`config.mk`:
```
export PLATFORM = sky130hd
export DESIGN_NAME = aes_key_expansion
export DESIGN_NICKNAME = d
export VERILOG_FILES = /design/src/rtl/aes_pkg.sv /design/src/rtl/aes_sbox.sv /design/src/rtl/aes_key_expansion.sv
export SDC_FILE = /design/constraint.sdc
export NUM_CORES = 2
export LEC_CHECK = 0
export ABC_AREA = 1
export CORE_AREA = 2 2 605 607
export CTS_CLUSTER_DIAMETER = 150
export CTS_CLUSTER_SIZE = 10
export DETAILED_ROUTE_END_ITERATION = 10
export DIE_AREA = 0 0 607 609
export GPL_TIMING_DRIVEN = 0
export MAX_ROUTING_LAYER = met4
export PLACE_DENSITY = 0.46
export SYNTH_ARGS = -nofsm -noshare
export SYNTH_HDL_FRONTEND = slang
export SYNTH_SLANG_ARGS = --single-unit
```
`constraint.sdc`:
```
create_clock -name clk -period 7.5 [get_ports clk]
set_input_delay 1.125 -clock clk [delete_from_list [all_inputs] [get_ports clk]]
set_output_delay 1.125 -clock clk [all_outputs]
set_load 0.01 [all_outputs]
```
`src/rtl/aes_pkg.sv`:
```
// Shared AES definitions: S-box table and lookup function, key-schedule
// round constants, AES-128 sizing localparams and the key-expansion state enum.
// Ports: none (package).
package aes_pkg;

  localparam int NR              = 10;
  localparam int KEY_BITS        = 128;
  localparam int ROUND_KEYS_BITS = KEY_BITS * (NR + 1);

  typedef enum logic [1:0] {
    IDLE = 2'd0,
    BUSY = 2'd1,
    DONE = 2'd2
  } ks_state_e;

  // Rcon[1..10] stored at index 0..9.
  localparam logic [7:0] RCON [0:NR-1] = '{
    8'h01, 8'h02, 8'h04, 8'h08, 8'h10, 8'h20, 8'h40, 8'h80, 8'h1b, 8'h36
  };

  localparam logic [7:0] SBOX [0:255] = '{
    8'h63, 8'h7c, 8'h77, 8'h7b, 8'hf2, 8'h6b, 8'h6f, 8'hc5, 8'h30, 8'h01, 8'h67, 8'h2b, 8'hfe, 8'hd7, 8'hab, 8'h76,
    8'hca, 8'h82, 8'hc9, 8'h7d, 8'hfa, 8'h59, 8'h47, 8'hf0, 8'had, 8'hd4, 8'ha2, 8'haf, 8'h9c, 8'ha4, 8'h72, 8'hc0,
    8'hb7, 8'hfd, 8'h93, 8'h26, 8'h36, 8'h3f, 8'hf7, 8'hcc, 8'h34, 8'ha5, 8'he5, 8'hf1, 8'h71, 8'hd8, 8'h31, 8'h15,
    8'h04, 8'hc7, 8'h23, 8'hc3, 8'h18, 8'h96, 8'h05, 8'h9a, 8'h07, 8'h12, 8'h80, 8'he2, 8'heb, 8'h27, 8'hb2, 8'h75,
    8'h09, 8'h83, 8'h2c, 8'h1a, 8'h1b, 8'h6e, 8'h5a, 8'ha0, 8'h52, 8'h3b, 8'hd6, 8'hb3, 8'h29, 8'he3, 8'h2f, 8'h84,
    8'h53, 8'hd1, 8'h00, 8'hed, 8'h20, 8'hfc, 8'hb1, 8'h5b, 8'h6a, 8'hcb, 8'hbe, 8'h39, 8'h4a, 8'h4c, 8'h58, 8'hcf,
    8'hd0, 8'hef, 8'haa, 8'hfb, 8'h43, 8'h4d, 8'h33, 8'h85, 8'h45, 8'hf9, 8'h02, 8'h7f, 8'h50, 8'h3c, 8'h9f, 8'ha8,
    8'h51, 8'ha3, 8'h40, 8'h8f, 8'h92, 8'h9d, 8'h38, 8'hf5, 8'hbc, 8'hb6, 8'hda, 8'h21, 8'h10, 8'hff, 8'hf3, 8'hd2,
    8'hcd, 8'h0c, 8'h13, 8'hec, 8'h5f, 8'h97, 8'h44, 8'h17, 8'hc4, 8'ha7, 8'h7e, 8'h3d, 8'h64, 8'h5d, 8'h19, 8'h73,
    8'h60, 8'h81, 8'h4f, 8'hdc, 8'h22, 8'h2a, 8'h90, 8'h88, 8'h46, 8'hee, 8'hb8, 8'h14, 8'hde, 8'h5e, 8'h0b, 8'hdb,
    8'he0, 8'h32, 8'h3a, 8'h0a, 8'h49, 8'h06, 8'h24, 8'h5c, 8'hc2, 8'hd3, 8'hac, 8'h62, 8'h91, 8'h95, 8'he4, 8'h79,
    8'he7, 8'hc8, 8'h37, 8'h6d, 8'h8d, 8'hd5, 8'h4e, 8'ha9, 8'h6c, 8'h56, 8'hf4, 8'hea, 8'h65, 8'h7a, 8'hae, 8'h08,
    8'hba, 8'h78, 8'h25, 8'h2e, 8'h1c, 8'ha6, 8'hb4, 8'hc6, 8'he8, 8'hdd, 8'h74, 8'h1f, 8'h4b, 8'hbd, 8'h8b, 8'h8a,
    8'h70, 8'h3e, 8'hb5, 8'h66, 8'h48, 8'h03, 8'hf6, 8'h0e, 8'h61, 8'h35, 8'h57, 8'hb9, 8'h86, 8'hc1, 8'h1d, 8'h9e,
    8'he1, 8'hf8, 8'h98, 8'h11, 8'h69, 8'hd9, 8'h8e, 8'h94, 8'h9b, 8'h1e, 8'h87, 8'he9, 8'hce, 8'h55, 8'h28, 8'hdf,
    8'h8c, 8'ha1, 8'h89, 8'h0d, 8'hbf, 8'he6, 8'h42, 8'h68, 8'h41, 8'h99, 8'h2d, 8'h0f, 8'hb0, 8'h54, 8'hbb, 8'h16
  };

  function automatic logic [7:0] sbox(input logic [7:0] b);
    return SBOX[b];
  endfunction

endpackage

```
`src/rtl/aes_sbox.sv`:
```
// Combinational AES S-box: one byte in, its substituted byte out.
// Ports: plain [7:0] byte to substitute; subst [7:0] S-box(plain).
module aes_sbox
  import aes_pkg::*;
(
  input  logic [7:0] plain,
  output logic [7:0] subst
);

  assign subst = sbox(plain);

endmodule

```
`src/rtl/aes_key_expansion.sv`:
```
// Iterative AES-128 key schedule: one round key per clock, 11 round keys held
// on out until reset. Ports: clk, rst (sync, active-high), key [127:0],
// start (sampled in IDLE), out [1407:0] (round key 0 in the MSBs), finish.
module aes_key_expansion
  import aes_pkg::*;
(
  input  logic                       clk,
  input  logic                       rst,
  input  logic [KEY_BITS-1:0]        key,
  input  logic                       start,
  output logic [ROUND_KEYS_BITS-1:0] out,
  output logic                       finish
);

  ks_state_e state, state_next;
  logic [3:0] rc;

  // Index 0 is the most significant slot, so the packed array maps straight
  // onto out with round key 0 in out[1407:1280].
  logic [0:NR][KEY_BITS-1:0] rk_q;

  logic [KEY_BITS-1:0] prev_rk, next_rk;
  logic [31:0] wp0, wp1, wp2, wp3;
  logic [31:0] rot, sub, temp;
  logic [31:0] w4, w5, w6, w7;

  assign out = rk_q;

  // ---------------- datapath: one full round key per cycle ----------------
  assign prev_rk = rk_q[rc - 4'd1];
  assign wp0     = prev_rk[127:96];
  assign wp1     = prev_rk[95:64];
  assign wp2     = prev_rk[63:32];
  assign wp3     = prev_rk[31:0];

  // RotWord: leftmost byte moves to the right end.
  assign rot = {wp3[23:0], wp3[31:24]};

  for (genvar g = 0; g < 4; g++) begin : g_subword
    aes_sbox u_sbox (
      .plain (rot[8*g +: 8]),
      .subst (sub[8*g +: 8])
    );
  end

  assign temp    = sub ^ {RCON[rc - 4'd1], 24'h0};
  assign w4      = wp0 ^ temp;
  assign w5      = wp1 ^ w4;
  assign w6      = wp2 ^ w5;
  assign w7      = wp3 ^ w6;
  assign next_rk = {w4, w5, w6, w7};

  // ---------------- control FSM ----------------
  always_ff @(posedge clk) begin
    if (rst) begin
      state  <= IDLE;
      finish <= 1'b0;
    end else begin
      state  <= state_next;
      finish <= (state_next == DONE);
    end
  end

  always_comb begin
    state_next = state;
    case (state)
      IDLE:    if (start) state_next = BUSY;
      BUSY:    if (rc == 4'(NR)) state_next = DONE;
      DONE:    state_next = DONE;
      default: state_next = IDLE;
    endcase
  end

  // ---------------- round-key storage and round counter ----------------
  always_ff @(posedge clk) begin
    if (rst) begin
      rk_q <= '0;
      rc   <= 4'd1;
    end else begin
      case (state)
        IDLE: begin
          if (start) begin
            rk_q    <= '0;
            rk_q[0] <= key;
            rc      <= 4'd1;
          end
        end
        BUSY: begin
          rk_q[rc] <= next_rk;
          if (rc != 4'(NR)) rc <= rc + 4'd1;
        end
        default: ;
      endcase
    end
  end

endmodule

```
==> key figures <==
Pwr
  – Sw Ratio: 0.581
  – Sw power: 23.6 mW
  – Power per cell area: 372 nW/um^2
  – Internal power: 17.1 mW
  – Clock power frac: 0.192
  – Peak VDD IR: 180 uV
  – Leak pwr: 38.9 nW
  – Logic gate share of total power: 0.608
  – Seq pwr share: 0.199

STA
  – Slew @ Worst Pin: 1.67 ns
  – Final hold vios: 0
  – Unrepaired setup endpoints after global routing: true
  – Max-slew headroom: -0.114
  – Clock skew: 0.124 ns
  – Min Tclk post-route: 7.80 ns
  – Fmax: 128 MHz
  – Setup-failing EPs final: 675
  – Final worst setup slack: -0.302 ns
  – Max-slew violation count: 77
  – Tcrit/Tclk final: 1.04

Clock network
  – Clock Latency Late Sink: 0.97 ns
  – Num CTS Buffers: 165
  – Clk sinks: 1415
  – H-tree depth: 4
  – Hold buffer count at cts: 0
  – CTS tree: yes
  – Clock slew at reported path FFs: 0.06 ns
  – CTS max path bufs: 4
  – CTS Root Cell: clkbuf_16

Cells and area
  – Final Cell Area: 109000 um^2
  – Share of layout cells above drive strength 1: 0.0983
  – Area growth, synth to finish: 38.5%
  – Fin cells: 19100
  – Final nets: 14300

Placement
  – Place WS: -4.11 ns
  – Cell count after placement: 18700
  – Post-DP HPWL: 683 mm
  – Cell Area, Placed: 101000 um^2
  – Global placement routability congestion: 1.09
  – Port Buffers: 1538

Die
  – Ports: 1540
  – DIE WIDTH: 607 um
  – Die Area: 370000 um^2
  – DIE HEIGHT: 609 um
  – Placeable Area: 364000 um^2
  – FP Rows: 222
  – Initial core utilization: 0.217

Setup path
  – Largest delay share family, worst path: buffers and inverters
  – Req. time, crit path: 8.35 ns
  – Worst path bufs/invs: 18
  – Crit path top cell by count: buf_6
  – Startpoint Class: register
  – CP endpoint kind: register
  – Critical path class: reg -> reg
  – CP max stage delay: 0.50 ns
  – CP max FO: 12
  – Critical-path top delay cell: clkbuf_4
  – Critical path arrival: 8.65 ns

Logic synthesis
  – Post-Synth Simple-Gate Area: 0.367
  – Register area share after synthesis: 0.358
  – Compound-Gate Fraction of Synth Area: 0.172
  – Avg Cell Area, Syn: 6.42 um^2
  – Multiplexer share of the synthesized area: 0.00139
  – Yosys reg bits: 1415
  – Area share of the largest cell type after synthesis: 0.358
  – Main combinational cell family by area after synthesis: simple AND/OR/NAND/NOR gates
  – Fraction of registers with async set/reset: 0
  – YS warnings: 0
  – Post-synth cell types: 44
  – Post-Syn Instances: 12300
  – Adder-Cell Fraction of Synth Area: 0.00997
  – Post-Syn Area: 79000 um^2
  – XOR/XNOR share of the synthesized area: 0.00141
  – Syn_nets: 12500
  – EDFF count, synth: 0
  – Yosys top cell by area: dfxtp_1
  – Primary FF master, synth: dfxtp_1
  – Largest cells by area after synthesis: dfxtp_1 36%, nand2_1 18%, nand3_1 15%, a21oi_1 10%, o21ai_0 3.5%

Detailed routing
  – Vias: 111000
  – Post-route ant nets: 0
  – WL final: 855 mm
  – Via density: 5.85
  – DR pass1 iterations: 9
  – DRC violations left: 0
  – DR WL/cell: 44.9 um
  – Initial DRC Count: 18600

Run status
  – Outcome: complete, but fails checks
  – Failing checks: capacitance limit, slew limit, setup timing

Global routing
  – Largest net degree at the start of global routing: 15
  – Global-route wire length before repair: 1080 mm
  – GR Util All Layers: 0.456
  – Initial antenna violation count: 111
  – Vias in the first global route: 100000
  – Overflow after GRT: 0

Min path
  – HP Class: reg -> reg

Run
  – MaxCap Viol Count: 7
==> per-layer routing <==
metal,vias up,track usage,share of wire
li1,45100,-,-
met1,55200,0.530,0.37
met2,8979,0.626,0.40
met3,2223,0.148,0.12
met4,0,0.389,0.11
met5,-,-,0
==> timing repair <==
item / in CTS / in global routing
pin swaps: 38 / 13
gates resized for setup: 587 / 100
hold endpoints to repair: 0 / 0
endpoints found under the setup margin: 1408 / 842
cloned: 1 / 1
setup buffers: 64 / 10
==> cells in the mapped netlist (all sizes together), types with 12 or more instances <==
cell type and instances:
nor2 420, a31oi 61, nand4 58, buf 606, clkbuf 539, a32o 71
nand3 2344, o221ai 84, o2111ai 17, a21oi 1581, nand3b 14, or2 12
nand2 3928, ha 63, o21ai 584, o211ai 42, o21a 63, inv 350
dfxtp 1415, dlygate4sd3 27
==> worst register-to-register path: cells and delay by family, from the launching register on <==
kind / cells / cell delay [ns]
buf+inv: 18 / 4.51
simple gates: 8 / 1.58
compound gates: 4 / 0.92
flops: 1 / 0.41
fa+ha+maj: 1 / 0.31
==> flip-flops by register name, indices dropped and copies added (netlist names) <==
register / flops
finish: 1
out: 1408
rc: 4
state: 2
==> cell families after synthesis <==
family,after synthesis
DFF,1415
and+or+nand+nor,6779
xor gates and xnor gates,11
AOI/OAI and AO/OA,2503
muxes,11
buffers and inverters,1527
adders and majority gates,63
==> area by class of cell <==
cell class,instances,area (um^2)
fill,40800,254000
clock inverter,16,235
tap,4816,6030
timing repair buffer,1654,17000
inverter,354,1360
multi-input combinational,9368,45600
antenna,110,275
buffer,1164,6410
sequential,1415,28300
clock buffer,168,4190
==> path summary, 6_finish.rpt <==
kind,from,end,slack (ns),cells after the start
worst max-delay path,rc[0],out[1296],-0.30,31
worst min-delay path,out[129],out[129],0.48,2
worst max register to register,rc[0],out[1296],-0.30,31
worst min register to register,out[129],out[129],0.48,2
==> power by group through the flow <==
stage          Clock, mW  Combinational [mW]  Sequential, mW
2_1_floorplan          0                9.63            8.18
3_3_place_gp           0                21.8            8.25
3_5_place_dp           0                21.6            8.25
4_1_cts             7.74                23.0            8.09
5_1_grt             7.99                24.5            8.10
6_report            7.83                24.8            8.11
==> stage by stage <==
step	power, mW	utilization	hold WS, ns	TNS (ns)
after global routing	40.6	0.300	0.501	-0.0837
after global placement	30.0	0.276	0.467	-4812.68
after CTS	38.8	0.299	0.475	0
after detailed placement	29.9	0.279	0.466	-4322.86
after floorplan	17.8	-	0.497	0
final	40.7	0.301	0.475	-58.97
==> placed cells by master (no fill, tap or decap), types with 12 or more instances in the layout <==
| cell type | n |
|---|---|
| buf_2 | 290 |
| buf_12 | 51 |
| clkbuf_2 | 86 |
| nand2_1 | 3770 |
| a31oi_1 | 61 |
| diode_2 | 110 |
| nand2_2 | 92 |
| o21a_1 | 48 |
| a32o_1 | 71 |
| dlygate4sd3_1 | 19 |
| clkbuf_4 | 42 |
| clkbuf_1 | 405 |
| o221ai_1 | 84 |
| inv_1 | 302 |
| nand3_1 | 2183 |
| o21ai_0 | 549 |
| a21oi_1 | 1576 |
| or2_2 | 12 |
| o2111ai_1 | 17 |
| dfxtp_1 | 1414 |
| ha_1 | 52 |
| nand3b_1 | 13 |
| nand2_4 | 60 |
| nand3_2 | 85 |
| clkbuf_16 | 168 |
| buf_6 | 54 |
| inv_2 | 40 |
| nand4_1 | 58 |
| o21ai_1 | 32 |
| o211ai_1 | 42 |
| buf_4 | 216 |
| nor2_2 | 12 |
| nand3_4 | 76 |
| buf_1 | 84 |
| clkdlybuf4s50_1 | 1538 |
| o21a_2 | 13 |
| nor2_1 | 405 |
Note: power is estimated with default switching activity, not from simulation.
